**src/rtl/joystick_conditioner_if.sv**
```systemverilog
// joystick_conditioner_if: ADC sample inputs and debounced direction outputs of the joystick conditioner
interface joystick_conditioner_if #(parameter int ADC_W = 12);
  logic sample_valid;
  logic [ADC_W-1:0] adc_x;
  logic [ADC_W-1:0] adc_y;
  logic [1:0] x_axis;
  logic [1:0] y_axis;
  logic dir_changed;
  modport master(output sample_valid, adc_x, adc_y, input x_axis, y_axis, dir_changed);
  modport slave(input sample_valid, adc_x, adc_y, output x_axis, y_axis, dir_changed);
endinterface

```
**src/rtl/joystick_conditioner.sv**
```systemverilog
// joystick_conditioner: hysteresis classification and debounce of two ADC axes into 2-bit direction codes
module joystick_conditioner #(
  parameter int ADC_W = 12,
  parameter int LOW_TH = 1024,
  parameter int HIGH_TH = 3072,
  parameter int HYST = 128,
  parameter int DEBOUNCE = 4
) (
  input logic clk,
  input logic reset,
  joystick_conditioner_if.slave js
);
  localparam int CW = $clog2(DEBOUNCE + 1);
  localparam logic [ADC_W-1:0] HI = ADC_W'(HIGH_TH);
  localparam logic [ADC_W-1:0] LO = ADC_W'(LOW_TH);
  localparam logic [ADC_W-1:0] HI_H = ADC_W'(HIGH_TH - HYST);
  localparam logic [ADC_W-1:0] LO_H = ADC_W'(LOW_TH + HYST);
  logic [1:0] com [2];
  logic [1:0] cand [2];
  logic [CW-1:0] cnt [2];
  logic [1:0] com_n [2];
  logic [1:0] cand_n [2];
  logic [CW-1:0] cnt_n [2];
  logic [1:0] cls [2];
  logic [CW-1:0] run [2];
  logic [ADC_W-1:0] smp [2];
  logic [1:0] hit;
  logic dir;
  // The committed code widens its own band by HYST so it is sticky near the threshold
  function automatic logic [1:0] classify(input logic [ADC_W-1:0] s, input logic [1:0] c);
    return (c == 2'b01) ? ((s >= HI_H) ? 2'b01 : (s <= LO) ? 2'b10 : 2'b00) :
           (c == 2'b10) ? ((s <= LO_H) ? 2'b10 : (s >= HI) ? 2'b01 : 2'b00) :
                          ((s >= HI) ? 2'b01 : (s <= LO) ? 2'b10 : 2'b00);
  endfunction
  always_comb begin
    smp[0] = js.adc_x;
    smp[1] = js.adc_y;
    for (int i = 0; i < 2; i++) begin
      cls[i] = classify(smp[i], com[i]);
      run[i] = (cls[i] == cand[i]) ? cnt[i] + 1'b1 : CW'(1);
      hit[i] = (cls[i] != com[i]) && (run[i] == CW'(DEBOUNCE));
      com_n[i] = hit[i] ? cls[i] : com[i];
      cand_n[i] = (cls[i] == com[i]) ? com[i] : cls[i];
      cnt_n[i] = ((cls[i] == com[i]) || hit[i]) ? '0 : run[i];
    end
  end
  always_ff @(posedge clk) begin
    if (reset) begin
      com <= '{default: '0};
      cand <= '{default: '0};
      cnt <= '{default: '0};
      dir <= 1'b0;
    end else if (js.sample_valid) begin
      com <= com_n;
      cand <= cand_n;
      cnt <= cnt_n;
      dir <= |hit;
    end else begin
      dir <= 1'b0;
    end
  end
  assign js.x_axis = com[0];
  assign js.y_axis = com[1];
  assign js.dir_changed = dir;
endmodule

```
**src/flat_wrapper.sv**
```systemverilog
// flat-port wrapper written by rule: the top's interface ports become plain ports
module joystick_conditioner_flat 
#(
  parameter int ADC_W = 12,
  parameter int LOW_TH = 1024,
  parameter int HIGH_TH = 3072,
  parameter int HYST = 128,
  parameter int DEBOUNCE = 4
)
  (clk, reset, js_sample_valid, js_adc_x, js_adc_y, js_x_axis, js_y_axis, js_dir_changed);
  joystick_conditioner_if #(.ADC_W(ADC_W)) js_i ();
  input logic clk;
  input logic reset;
  input wire logic [$bits(js_i.sample_valid)-1:0] js_sample_valid;
  input wire logic [$bits(js_i.adc_x)-1:0] js_adc_x;
  input wire logic [$bits(js_i.adc_y)-1:0] js_adc_y;
  output wire logic [$bits(js_i.x_axis)-1:0] js_x_axis;
  output wire logic [$bits(js_i.y_axis)-1:0] js_y_axis;
  output wire logic [$bits(js_i.dir_changed)-1:0] js_dir_changed;
  assign js_i.sample_valid = js_sample_valid;
  assign js_i.adc_x = js_adc_x;
  assign js_i.adc_y = js_adc_y;
  assign js_x_axis = js_i.x_axis;
  assign js_y_axis = js_i.y_axis;
  assign js_dir_changed = js_i.dir_changed;
  joystick_conditioner #(.ADC_W(ADC_W), .LOW_TH(LOW_TH), .HIGH_TH(HIGH_TH), .HYST(HYST), .DEBOUNCE(DEBOUNCE)) u_core (.clk(clk), .reset(reset), .js(js_i));
endmodule
```
**config.mk**
```make
export PLATFORM = sky130hd
export DESIGN_NAME = joystick_conditioner_flat
export DESIGN_NICKNAME = d
export VERILOG_FILES = /design/src/rtl/joystick_conditioner_if.sv /design/src/rtl/joystick_conditioner.sv /design/src/flat_wrapper.sv
export SDC_FILE = /design/constraint.sdc
export NUM_CORES = 1
export LEC_CHECK = 0
export ABC_CLOCK_PERIOD_IN_PS = 2400
export BUFFER_PORTS_ARGS = -buffer_cell sky130_fd_sc_hd__buf_2
export CAP_MARGIN = 20
export CORE_MARGIN = 2
export CORE_UTILIZATION = 52
export DETAILED_ROUTE_END_ITERATION = 16
export PLACE_DENSITY = 0.89
export SLEW_MARGIN = 0
export SYNTH_ARGS = -nofsm -noshare
export SYNTH_HDL_FRONTEND = slang
export SYNTH_SLANG_ARGS = --single-unit
export TNS_END_PERCENT = 1
```
**constraint.sdc**
```tcl
create_clock -name clk -period 2.4 [get_ports clk]
set_clock_uncertainty 0.15 [all_clocks]
set_input_delay 0.48 -clock clk [delete_from_list [all_inputs] [get_ports clk]]
set_output_delay 0.48 -clock clk [all_outputs]
set_load 0.01 [all_outputs]
```
### Word level (Yosys, flattened, before mapping)

Index checks and enable logic that the tools add are counted.

* logic and storage cells: 58
* bits of input ports: 27
* bits in registers: 15
* output and inout bits: 5

* bitwise logic cells: 1
* order comparisons: 8
* eq/ne operators: 12
* multiplexer cells: 20
* reduce and logical (&&, ||, !) cells: 8
* add/sub/neg operators: 2

Operators by type and width (number)
* 12-bit >= comparator, second input constant: 4
* 12-bit by 11-bit less-or-equal comparator with 1-bit output, second input constant: 4
* 2-bit 2-to-1 mux: 14
* 3-bit 2-to-1 mux: 4
* 2-bit == test: 4
* 3-bit by 1-bit adder with 3-bit output, second input constant: 2
* 3-bit == test, second input constant: 2
* 2-bit by 1-bit == test with 1-bit output, second input constant: 2
* 2-bit == test, second input constant: 2
* 2-bit != test: 2
* 2-bit AND reduction: 2
* 2-bit OR reduction: 2
* 1-bit logical AND: 2
* 1-bit logical OR: 2
* 1-bit 2-to-1 mux: 2
* 1-bit inverter: 1

### Longest topological paths before layout

Gate-level depths: netlist (run 1).

* depth after elaboration: 11
* gate-level depth with buffers: 7
* mapped depth without buffers: 6

### Least setup slack after synthesis (run 1)

OpenSTA, ideal clock, no wires.

* kind: in2reg
* start point: in js_adc_x[11]
* end point: reg u_core.cnt[3] (netlist bit)
* setup time: 0.134 ns
* path buffers: 1
* stages on the path: 7
* required time: 2.116 ns
* setup slack: 0.207 ns
* arrival: 1.909 ns
* cells stage by stage: buf_2 -> nor3_2 -> a21boi_1 -> o221ai_1 -> or4_1 -> o211ai_1 -> a21oi_1

* longest elaborated chain between the ends: 11
* elaborated cells between the ends (all ways): 19
* classes of those cells: order compare: 4; eq/ne: 4; mux: 9; reduce/logical: 2

Ends and longest elaborated chain
* start, declared: RTL line flat_wrapper.sv:15 `input wire logic [$bits(js_i.adc_x)-1:0] js_adc_x;`
* 12-bit >= comparator or 12-bit by 11-bit less-or-equal comparator with 1-bit output (tied branches): RTL line joystick_conditioner.sv:32, joystick_conditioner.sv:33, joystick_conditioner.sv:31
* 1-bit 2-to-1 mux or 2-bit 2-to-1 mux (tied branches): RTL line joystick_conditioner.sv:32, joystick_conditioner.sv:31, joystick_conditioner.sv:33
* 2-bit 2-to-1 mux, on equally long branches: RTL line joystick_conditioner.sv:32, joystick_conditioner.sv:33
* 2-bit 2-to-1 mux: RTL line joystick_conditioner.sv:32 `(c == 2'b10) ? ((s <= LO_H) ? 2'b10 : (s >= HI) ? 2'b01 : 2'b00) :`
* 2-bit 2-to-1 mux (*): RTL line joystick_conditioner.sv:31 `return (c == 2'b01) ? ((s >= HI_H) ? 2'b01 : (s <= LO) ? 2'b10 : 2'b00) :`
* 2-bit == test: RTL line joystick_conditioner.sv:40 `run[i] = (cls[i] == cand[i]) ? cnt[i] + 1'b1 : CW'(1);`
* 3-bit 2-to-1 mux: RTL line joystick_conditioner.sv:40
* 3-bit == test: RTL line joystick_conditioner.sv:41 `hit[i] = (cls[i] != com[i]) && (run[i] == CW'(DEBOUNCE));`
* 1-bit logical AND: RTL line joystick_conditioner.sv:41
* 1-bit logical OR: RTL line joystick_conditioner.sv:44 `cnt_n[i] = ((cls[i] == com[i]) || hit[i]) ? '0 : run[i];`
* 3-bit 2-to-1 mux (*): RTL line joystick_conditioner.sv:44
* end signal, assigned: RTL line joystick_conditioner.sv:56 `cnt <= cnt_n;`
* end, declared: RTL line joystick_conditioner.sv:20 `logic [CW-1:0] cnt [2];`

Mark *: on every way between the ends. The rest lies on a longest branch, timed or not.
A chain may end at the register's enable or synchronous reset.

### Worst setup path after layout (run 1)

* start point: reg u_core.com (netlist bit u_core.js.x_axis[1])
* end point: reg u_core.com (netlist bit u_core.js.x_axis[0])

* longest elaborated chain between the ends: 8
* elaborated cells between the ends (all ways): 10
* classes of those cells: eq/ne: 5; mux: 3; reduce/logical: 2

Ends and longest elaborated chain
* start, declared: RTL line joystick_conditioner.sv:18 `logic [1:0] com [2];`
* start signal, assigned: RTL line joystick_conditioner.sv:54 `com <= com_n;`
* 2-bit == test: RTL line joystick_conditioner.sv:32
* 2-bit 2-to-1 mux: RTL line joystick_conditioner.sv:32
* 2-bit 2-to-1 mux: RTL line joystick_conditioner.sv:31
* 2-bit == test: RTL line joystick_conditioner.sv:40
* 3-bit 2-to-1 mux: RTL line joystick_conditioner.sv:40
* 3-bit == test: RTL line joystick_conditioner.sv:41
* 1-bit logical AND: RTL line joystick_conditioner.sv:41
* 2-bit AND reduction (no line)

Several ways; a longest one is shown, not always the timed one.

==> results of run 1 <==
-- cell families (layout without fill, tap and decap cells) --
family / count (synthesis) / in the layout / synth area share
multiplexers: 3 / 3 / 0.0241
XOR/XNOR: 5 / 5 / 0.0352
buffers and inverters: 14 / 44 / 0.0452
AND/OR/NAND/NOR: 69 / 69 / 0.364
AO/OA/AOI/OAI: 44 / 44 / 0.270
adder cells (fa/ha/maj): 2 / 2 / 0.0201
flip-flops: 15 / 15 / 0.241
-- Yosys cell counts, drive strengths merged, types with 2 or more instances --
master	count	area share
nor4	5	0.059
a31oi	5	0.025
o2111ai	2	0.014
o31ai	3	0.018
or3	2	0.010
nor2b	3	0.015
and3	2	0.010
clkbuf	2	0.0060
nor3	5	0.024
nor2	13	0.039
mux2i	3	0.024
buf	4	0.015
nor3b	2	0.016
nand2b	3	0.015
a21oi	9	0.045
inv	8	0.024
o211ai	3	0.018
nand3	4	0.016
nand2	17	0.051
or3b	2	0.014
or4	2	0.015
dfxtp	15	0.24
o221ai	3	0.021
xnor2	5	0.035
nor4b	2	0.038
ha	2	0.020
nand4	5	0.025
o21ai	7	0.028
a211oi	4	0.028
-- path summary, 6_finish.rpt --
| kind | to | cells after the start | slack [ns] | from |
|---|---|---|---|---|
| worst min register to register | u_core.cnt[1] | 2 | 0.33 | u_core.cnt[1] |
| worst min-delay path | u_core.cnt[1] | 2 | 0.33 | u_core.cnt[1] |
| worst max register to register | u_core.js.x_axis[0] | 6 | 0.28 | u_core.js.x_axis[1] |
| worst max-delay path | u_core.js.x_axis[0] | 6 | 0.28 | u_core.js.x_axis[1] |
-- routing by layer --
metal | vias to the layer above | share of wire
li1 | 638 | -
met1 | 631 | 0.40
met2 | 31 | 0.55
met3 | 8 | 0.029
met4 | 0 | 0.023
met5 | - | 0
-- power by group through the flow --
stage               sequential (mW)  clock (mW)  combinational (mW)
floorplan                     0.265           0              0.0782
global placement              0.266           0               0.121
detailed placement            0.266           0               0.126
CTS                           0.261       0.148               0.126
global route                  0.262       0.160               0.138
finish                        0.261       0.145               0.126
-- worst reg2reg max path: cells and delay by family, from the launching register on --
family,cells,cell delay [ns]
simple gates,3,0.99
compound gates,3,0.34
flops,1,0.53
-- final cells by class --
cell class	count	area [sq um]	area share
multi-input cells	123	888	0.615
flip-flops and latches	15	300	0.208
repair buffers	32	163	0.113
well taps	28	35.0	0.0243
inverters	8	30.0	0.0208
clock buffers	3	22.5	0.0156
clock inverters	1	5.00	0.00347
-- state kept, by name (all words and copies together) (netlist names) --
register               flops
u_core.js.y_axis           2
u_core.cand                4
u_core.cnt                 6
u_core.js.x_axis           2
u_core.js.dir_changed      1
==> results list, run 1 <==
* Hold crit path type: reg -> reg
- The global routing stage identified its most utilized layer as met2.
* Starting Density: 0.557
* Non-Filler Cell Area, Final: 0.00144 sq mm
- Fill cells in the final layout number 193.
- The number of antenna violations at the first check in global routing came to 0.
- Maximum number of pins on one net before global-route repair: 18
- Leading register cell type out of synthesis: sky130_fd_sc_hd__dfxtp_1
* Via density per instance: 6.23
* Unrepaired setup endpoints after global routing: no
- In the final routed layout, each cell accounts on average for between 10 and 15 um.
- DR iter-0 viols: 15
- STA classifies the critical path startpoint as a register.
* Critical Path AT: 2.14 ns
- For this run, asynchronously set or reset flops after synthesis account for 0.
* Placeable core region: 0.00223 sq mm
- For this run, design rule violations remaining after detail routing come to 0.
* Met2 routing resource usage after global routing: 0.440
- Number of synthesized flops with an enable pin: 0
* Maximum fanout along the worst path: 9
- The congestion estimate from routability-driven global placement came to 0.899.
- In this run the clock root is driven by a sky130_fd_sc_hd__clkbuf_4.
- H-tree lvl count: 1
* Final core utilization: 0.646
* Cell Area, Synth: 0.00124 sq mm
- In the final layout, the share of cells above drive strength 1 is 0.275.
* Comb power frac: 0.237
* Met3 usage in global routing: 0.0254
- Number of cells produced by synthesis: 152
- Final-stage net count: 212
* CTS tree: built
- Total power for the finished layout comes to ~0.53 mW.
* Flops & latches, synth: 15
- Number of top-level pins: 32
- Growth of design area from synthesis to finish: 16.0%
- The tool flagged a number of max-cap violations equal to 0.
* Worst Path Required: 2.42 ns
- Clk sinks: 15
- Path type of the worst setup path: reg -> reg
- Synthesis produced a netlist with a net count of 181.
- Dividing the final minimum period by the clock period gives 0.884.
* Overall die width: 52.9 um
- Final routed wirelength across all metal layers: just under 3000 um
* Most used cells in the layout excluding fill and tap cells: sky130_fd_sc_hd__buf_2, sky130_fd_sc_hd__nand2_1, sky130_fd_sc_hd__dfxtp_1, sky130_fd_sc_hd__nor2_1
- Global-route total usage across every layer: 0.225
- For this run, the register share of the synthesized area comes to 0.241.
- For the final routed database, the setup TNS stands at 0 ns.
* Antenna Violating Nets Remaining: 0
* Post-route setup slack: 0.279 ns
- Flop pwr share: 0.490
- Worst slack at placement: ~0.039 ns
* GR Overflow Total: 0
- The synthesized netlist contains 49 unique library cells.
- Switching power of the nets: 0.163 mW
* Endpoint class of the critical path: register
- Post-CTS timing repair inserted 0 buffers for setup.
- Traced cell by cell, the critical path runs through nor3b_1 > a211o_1 > o211ai_1 > nor4_4 > and3_1 > a211oi_1.
- Die footprint: about 0.0028 sq mm
* Number of buffers and inverters on the critical path: 0
* Clock transition time at the flip-flop clock pins of the worst setup and hold paths: 0.09 ns
- Across all hold checks on the routed design, the worst slack comes to 0.325 ns.
- Of the total power, the share spent switching nets is 0.305.
* Average instance area after synthesis: 8.19 sq um
- For this run, the slowest stage of the critical path takes 0.53 ns.
- VDD sags by at most 0.229 mV.
- The first global-routing pass estimated approximately 4700 um of wire.
* Total via count after detailed routing: 1308
* Num CTS Buffers: 3
- Highest clock rate: 0.471 GHz
- For the finished layout, the period the worst path requires is 2.12 ns.
- Clk pwr share: 0.273
* Resized cells post-CTS: 0
- Finish-stage setup viols: 0
- Top Family by Delay on Critical Path: simple AND/OR/NAND/NOR gates
- The number of hold buffers added after CTS was 0.
- The floorplan has 17 rows.
- Cell leakage power: 0.535 nW
* Count of TritonRoute iterations in the first routing pass: 4
- Synthesis Warnings: 0
* Internal power contribution: 0.370 mW
- Counting tap cells, the placed design contains a total of slightly above 200 instances.
- Summing all placed instances gives a cell area of 0.00142 sq mm.
* Power per cell area: 369 mW/mm^2
- Input and output buffers added on the ports amount to 31.
- Vias in the first global route: 1166
* Result of the run: complete, no violations
* Slew headroom: 0.697
- Max-slew violation count: 0
* Least-Margin Pin Slew: ~0.45 ns
- Slowest stage cell, crit path: sky130_fd_sc_hd__dfxtp_1
* Count of antenna diodes in the layout: 0
* Fin cells: 210
- Worst-Skew Late Latency: about 0.28 ns
* Number of endpoints with negative hold slack in the final report: 0
* Maximum buffer depth of the clock tree: 2
* Height of the die: 52.9 um
- Met1 usage in global routing: 0.232
* Estimated wirelength of the detail-placed design: about 2300 um
- Most common cell after layout, fill and taps aside: sky130_fd_sc_hd__buf_2
No activity file was read; power rests on OpenSTA's default activity.
==> run 2, diff against run 1 <==
==> constraint.sdc (replaced) <==
create_clock -name clk -period 2.4 [get_ports clk]
set_clock_uncertainty 0.15 [all_clocks]
set_input_delay 0.12 -clock clk [delete_from_list [all_inputs] [get_ports clk]]
set_output_delay 0.12 -clock clk [all_outputs]
set_load 0.01 [all_outputs]
==> run 2 against run 1 <==
Compared with the run above:
- utilization down 0.34 points
- highest routed layer unchanged
- hold slack worse by 0.26 ns
- largest cell class unchanged
- final cell count down 0.48%
- routed wire length up 4.2%
- sequential share of layout area up 0.11 points
- total power down 0.24%
- fmax down 1.1%
- critical path type unchanged
- final area down 0.52%
- global-route usage up 1.3 points
- non-clock buffer count down 1
==> results list, run 2 (same netlist as run 1, synthesis figures left out) <==
- Gp weighted congestion: 0.945 (+5.0%)
- The most critical setup path has its startpoint at u_core.js.x_axis[1].
* Clock period minus worst slack: 2.15 ns (+0.0240 ns)
- Worst-Skew Late Latency: 0.28 ns (about the same)
- The layout filler cell count came to 188 (-2.6%).
- The floorplan die area was 0.00280 sq mm (unchanged).
- Starting Density: 0.557 (unchanged)
- Slowest stage cell, crit path: sky130_fd_sc_hd__dfxtp_1
- Max-slew violation count: 0 (unchanged)
* Critical path depth: 6 (unchanged)
* Hold crit path type: in -> reg
* Number of buffers and inverters on the critical path: 0 (unchanged)
- Beginning of the worst register-to-register path: u_core.js.x_axis[1]
- Endpoint class of the critical path: register
- The switching power came to 0.164 mW (+0.66%).
* Number of top-level pins: 32 (unchanged)
- The height of the chip came to 52.9 um (unchanged).
- Setup slack of the worst register-to-register path: 0.25 ns (-0.02 ns)
* Most used cells in the layout excluding fill and tap cells: sky130_fd_sc_hd__buf_2, sky130_fd_sc_hd__nand2_1, sky130_fd_sc_hd__dfxtp_1, sky130_fd_sc_hd__nor2_1
- Maximum buffer depth of the clock tree: 2 (unchanged)
* Top Family by Delay on Critical Path: simple AND/OR/NAND/NOR gates
- The root buffer cell chosen for the clock tree is sky130_fd_sc_hd__clkbuf_4.
* Delay of the slowest cell on the worst path: 0.52 ns (about the same)
- Clk sinks: 15 (unchanged)
* DR DRC count: 0 (unchanged)
* Critical Path AT: 2.16 ns (+0.02 ns)
- Global-route total usage across every layer: 0.238 (+0.0130)
- Endpoint of the worst register-to-register path: u_core.js.x_axis[0]
- The number of core rows was 17 (unchanged).
- Post-CTS Setup Repair Bufs: 0 (unchanged)
- The flow ran to the end, and the final reports show no timing, DRC or antenna violations.
* Worst-case vdd ir drop: 0.200 mV (-13%)
- Power per cell area: 370 mW/mm^2 (+0.28%)
* Sw Share: 0.308 (+0.00277)
- Final-stage net count: 211 (-0.47%)
* Startpoint class of the critical path: register
- The required time at the endpoint of the critical path is 2.41 ns (about the same).
- The combinational share of power is 0.235 (-0.002).
- GR Overflow Total: 0 (unchanged)
- Final core utilization: 0.643 (-0.00336)
* Hold_ws: 0.0623 ns (-0.263 ns)
* H-tree lvl count: 1 (unchanged)
- Finish-stage setup viols: 0 (unchanged)
- The count of nets left with antenna violations after detail routing is 0 (unchanged).
- Slew headroom: 0.725 (+0.0282)
- Setup repair after global routing left no endpoint under its margin.
- The largest registers in the layout are u_core.cnt (6), u_core.cand (4).
- The number of vias per cell after detailed routing is 6.09 (-2.2%).
* Cell leakage power: 0.530 nW (-0.86%)
- The pin count of the biggest net entering global routing came to 18 (unchanged).
- Walking the worst path, the cells encountered are nor3b_1 > a211o_1 > o211ai_1 > nor4_4 > and3_1 > a211oi_1.
- Share of layout cells above drive strength 1: 0.271 (-0.00401)
- CTS tree: built
- Estimated wirelength of the detail-placed design: 2400 um (+2.0%)
- Least-Margin Pin Slew: 0.409 ns (-0.0418 ns)
- Growth of design area from synthesis to finish: 15.4%
- The total length of routed wires is 3030 um (+4.2%).
* Count of antenna diodes in the layout: 0 (unchanged)
- Post-DR wirelength/cell: 14.5 um (+4.7%)
- The number of flip-flops in the largest register is 6 (unchanged).
- The total via count after detailed routing is 1273 (-2.7%).
* Setup TNS Final: 0 ns (unchanged)
- Highest clock rate: 0.466 GHz (-1.1%)
- The library cell used most frequently in the layout, excluding fill and tap cells, is sky130_fd_sc_hd__buf_2.
- Power Total: 0.531 mW (-0.24%)
* Number of endpoints with negative hold slack in the final report: 0 (unchanged)
- The clock-pin slew reported for the worst setup and hold paths after clock tree synthesis came to 0.10 ns (about the same).
- The depth of the most critical reg-to-reg path came to 6 (unchanged).
- Clk pwr share: 0.274 (about the same)
- The critical path is of the reg -> reg type.
- The number of antenna violations at the first check in global routing is 0 (unchanged).
- The number of global-route vias before repair was 1195 (+2.5%).
- DR iter-0 viols: 36 (+21)
- The period utilization is 0.894 (+0.00998).
- The width of the die was 52.9 um (unchanged).
- Count of TritonRoute iterations in the first routing pass: 4 (unchanged)
- The number of clock buffers inserted by TritonCTS was 3 (unchanged).
- Hold-fix buffers, CTS: 0 (unchanged)
- Flop pwr share: 0.491 (about the same)
* Most flops, register: u_core.cnt
* Maximum Capacitance Violations: 0 (unchanged)
* Placeable core region: 0.00223 sq mm (unchanged)
- End of the critical path: u_core.js.x_axis[0]
* Count of buffers inserted at the top-level ports: 31 (unchanged)
* Resized cells post-CTS: 0 (unchanged)
- Maximum fanout along the worst path: 9 (unchanged)
- The design internal power is 0.367 mW (-0.64%).
- Wire length of the first global-routing pass: 5030 um (+6.3%)
-- run 2: cell types whose count changed in the layout (fill, tap and decap cells not counted), sizes merged --
cell,before,now
buf,32,31
-- run 2: stage by stage --
step	setup slack, ns	cell area, sq um	std cells
finish	0.255	1440	209
global route	0.122	1440	209
CTS	0.240	1440	209
detailed placement	0.264	1410	205
global placement	0.376	1410	205
floorplan	0.421	1240	152
-- run 2: worst reg2reg max path, delay by kind of cell, from the launching register on --
family | cells | cell delay (ns)
AND/OR/NAND/NOR | 3 | 1.01
AO/OA/AOI/OAI | 3 | 0.34
flip-flops | 1 | 0.52
-- run 2: area by class of cell --
cell class | count | area [sq um] | share of cell area
flip-flops and latches | 15 | 300 | 0.209
clock inverters | 1 | 5.00 | 0.00348
clock buffers | 3 | 22.5 | 0.0157
repair buffers | 31 | 155 | 0.108
well taps | 28 | 35.0 | 0.0244
inverters | 8 | 30.0 | 0.0209
multi-input cells | 123 | 888 | 0.618
-- run 2: worst min path at each step --
stage,startpoint,to,cells after the start
final,reset,u_core.cand[1],2
after global routing,reset,u_core.cnt[3],2
after CTS,reset,u_core.cand[1],2
after detailed placement,u_core.cnt[4],u_core.cnt[4],2
after global placement,u_core.cnt[1],u_core.cnt[1],2
after floorplan,js_sample_valid,u_core.js.y_axis[1],2
-- run 2: metal layers --
metal,up-vias,global-route usage,part of all wire
met4,0,0.103,0.024
met1,575,0.262,0.40
met2,56,0.446,0.53
li1,636,-,-
met3,6,0.0339,0.052
met5,-,0,0
-- run 2: power by group through the flow --
| stage | combinational (mW) | clock (mW) | sequential (mW) |
|---|---|---|---|
| floorplan | 0.0782 | 0 | 0.265 |
| detailed placement | 0.124 | 0 | 0.266 |
| global route | 0.137 | 0.159 | 0.262 |
| finish | 0.125 | 0.145 | 0.261 |
| global placement | 0.117 | 0 | 0.266 |
| CTS | 0.124 | 0.146 | 0.261 |
==> run 3, diff against run 2 <==
--- a/config.mk
+++ b/config.mk
@@ -6,7 +6,7 @@
 export NUM_CORES = 1
 export LEC_CHECK = 0
 export ABC_CLOCK_PERIOD_IN_PS = 2400
-export BUFFER_PORTS_ARGS = -buffer_cell sky130_fd_sc_hd__buf_2
+export BUFFER_PORTS_ARGS = -buffer_cell sky130_fd_sc_hd__buf_4
 export CAP_MARGIN = 20
 export CORE_MARGIN = 2
 export CORE_UTILIZATION = 52
==> run 3 against run 2 <==
Compared with the run above:
- routed wire length up 4.3%
- total power up 5.6%
- die area unchanged
- via count up 4.2%
- critical path depth unchanged
- critical path type unchanged
- largest cell class unchanged
==> results list, run 3 (same netlist as run 1, synthesis figures left out) <==
- The maximum fanout along the worst path came to 8 (-1).
- The library cell used most frequently in the layout, excluding fill and tap cells, is sky130_fd_sc_hd__buf_4.
- Maximum buffer depth of the clock tree: 2 (unchanged)
- Number of endpoints with negative hold slack in the final report: 0 (unchanged)
- Largest registers: u_core.cnt (6), u_core.cand (4)
* Clk sinks: 15 (unchanged)
- Sw Share: 0.318 (+0.00975)
- The width of the die was 52.9 um (unchanged).
- The area growth from synthesis to layout is 23.2%.
- The maximum level of the CTS H-tree came to 1 (unchanged).
- Num CTS Buffers: 3 (unchanged)
- The cell area after placement is 0.00149 sq mm (+5.5%).
- The worst setup path is launched from a register.
* Post-DR wirelength/cell: 15.0 um (+3.3%)
* Clock transition time at the flip-flop clock pins of the worst setup and hold paths: 0.11 ns (about the same)
* Starting Density: 0.557 (unchanged)
- TritonCTS built the clock tree.
- The overall global routing resource usage is 0.251 (+0.0135).
* Most used cells in the layout excluding fill and tap cells: sky130_fd_sc_hd__buf_4, sky130_fd_sc_hd__nand2_1, sky130_fd_sc_hd__dfxtp_1, sky130_fd_sc_hd__nor2_1
- The number of flip-flops in the largest register is 6 (unchanged).
- Setup slack of the worst register-to-register path: 0.23 ns (-0.03 ns)
- The boundary pin count is 32 (unchanged).
- Result of the run: complete, no violations
- The shortest clock period the worst path allows after layout was 2.17 ns (+0.0277 ns).
- The depth of the most critical reg-to-reg path is 6 (unchanged).
- Worst Path Required: 2.48 ns (+0.07 ns)
* Count of TritonRoute iterations in the first routing pass: 4 (unchanged)
- Final routed wirelength across all metal layers: 3160 um (+4.3%)
- Power Total: 0.561 mW (+5.6%)
- Estimated wirelength of the detail-placed design: 2430 um (+1.3%)
- The iteration-0 DRC count of the detailed router was 40 (+11%).
* Finish-stage setup viols: 0 (unchanged)
- Number of antenna violations at the first check in global routing: 0 (unchanged)
- Gp weighted congestion: 0.806 (-15%)
- Vias in the first global route: 1234 (+3.3%)
- Critical Path AT: 2.26 ns (+0.10 ns)
- Height of the die: 52.9 um (unchanged)
- Endpoint class of the critical path: register
- Internal power contribution: 0.382 mW (+4.1%)
- Antenna Violating Nets Remaining: 0 (unchanged)
* Placeable core region: 0.00223 sq mm (unchanged)
* Resized cells post-CTS: 0 (unchanged)
- Floorplan row count: 17 (unchanged)
- Non-Filler Cell Area, Final: 0.00153 sq mm (+6.8%)
- The sequential group share of total power came to 0.466 (-0.025).
- Switching power of the nets: 0.178 mW (+8.9%)
- The ratio of total power to cell area was 365 mW/mm^2 (-1.2%).
- Fin crit share: 0.905 (+0.0116)
* Unrepaired setup endpoints after global routing: no
* Comb power frac: 0.248 (+0.013)
- The worst relative slew slack came to 0.729 (+0.00321).
- Count of buffers inserted at the top-level ports: 31 (unchanged)
- The remaining routing DRC violations was 0 (unchanged).
- The global-route wire length before repair came to 5230 um (+4.0%).
- Via density per instance: 6.29 (+3.3%)
* Maximum number of pins on one net before global-route repair: 18 (unchanged)
* GR Overflow Total: 0 (unchanged)
- The number of antenna cells inserted came to 0 (unchanged).
* Share of layout cells above drive strength 1: 0.268 (-0.00296)
- The worst hold path stage count came to 3 (+1).
* Path type of the worst setup path: reg -> reg
* Worst-case vdd ir drop: 0.241 mV (+20%)
- The minimum hold slack was 0.0966 ns (+0.0343 ns).
- Die footprint: 0.00280 sq mm (unchanged)
- For hold timing, the worst endpoint is u_core.cand[0].
- The insertion delay of the later-clocked pin in the worst-skew pair came to 0.31 ns (+0.03 ns).
- Cell leakage power: 0.561 nW (+5.7%)
- Worst hold path startpoint: js_adc_y[11]
- Most flops, register: u_core.cnt
- Hold crit path type: in -> reg
- Setup TNS Final: 0 ns (unchanged)
- Beginning of the worst register-to-register path: u_core.js.y_axis[1]
- The fraction of power consumed by the clock network was 0.286 (+0.012).
* Highest clock rate: 0.460 GHz (-1.3%)
* Endpoint of the worst register-to-register path: u_core.js.dir_changed
* Max-slew violation count: 0 (unchanged)
- The number of nets in the layout was 213 (+0.95%).
- Total via count after detailed routing: 1327 (+4.2%)
* Maximum Capacitance Violations: 0 (unchanged)
- Least-Margin Pin Slew: 0.404 ns (-0.00465 ns)
* Clk root buf: sky130_fd_sc_hd__clkbuf_4
## run 3: changes by cell type in the layout (fill, tap and decap cells not counted), sizes merged
cell	previous run	this run
dlygate4sd3	0	2
## run 3: cell type report
class | instances | area [sq um]
sequential | 15 | 300
tap | 28 | 35.0
clock inverter | 1 | 5.00
clock buffer | 3 | 22.5
inverter | 8 | 30.0
multi-input combinational | 123 | 888
fill | 183 | 699
timing repair buffer | 33 | 253
## run 3: worst max path at each step
stage	to	cells after the start	from	slack (ns)
finish	u_core.js.dir_changed	6	u_core.js.y_axis[1]	0.23
CTS	u_core.js.dir_changed	6	u_core.js.y_axis[0]	0.25
floorplan	u_core.cnt[3]	6	u_core.js.x_axis[1]	0.42
detailed placement	u_core.js.dir_changed	6	u_core.js.y_axis[0]	0.28
global placement	u_core.js.dir_changed	6	u_core.js.y_axis[1]	0.37
global route	u_core.js.dir_changed	6	u_core.js.y_axis[0]	0.10
## run 3: critical path: stages, from the launching register on
cell and delay (ns):
sky130_fd_sc_hd__dfxtp_1 0.48, sky130_fd_sc_hd__nor3b_2 0.33, sky130_fd_sc_hd__o211ai_1 0.19, sky130_fd_sc_hd__a21oi_4 0.24, sky130_fd_sc_hd__mux2i_1 0.20, sky130_fd_sc_hd__or3b_1 0.36
sky130_fd_sc_hd__a21oi_1 0.16
## run 3: power groups by stage
stage | clock [mW] | combinational (mW) | sequential (mW)
after global routing | 0.167 | 0.153 | 0.262
after detailed placement | 0 | 0.136 | 0.267
final | 0.160 | 0.139 | 0.261
after global placement | 0 | 0.130 | 0.266
after floorplan | 0 | 0.0782 | 0.265
after CTS | 0.156 | 0.139 | 0.261
## run 3: repair_timing
item                      in CTS  in global routing
hold endpoints to repair      13                  0
buffers inserted               0                  0
hold buffers                   2                  0
## run 3: per-layer routing
metal  global-route usage  vias up  routed length (um)
met5                    0        -                   0
met4                0.107        0                  54
met3               0.0198        5                 112
met2                0.458       40                1670
met1                0.298      641                1320
li1                     -      641                   -
## run 3: through the flow
stage | utilization | cells | setup slack, ns
3_5_place_dp | 0.666 | 205 | 0.279
3_3_place_gp | 0.666 | 205 | 0.367
6_report | 0.687 | 211 | 0.227
4_1_cts | 0.687 | 211 | 0.249
5_1_grt | 0.687 | 211 | 0.101
2_1_floorplan | - | 152 | 0.421
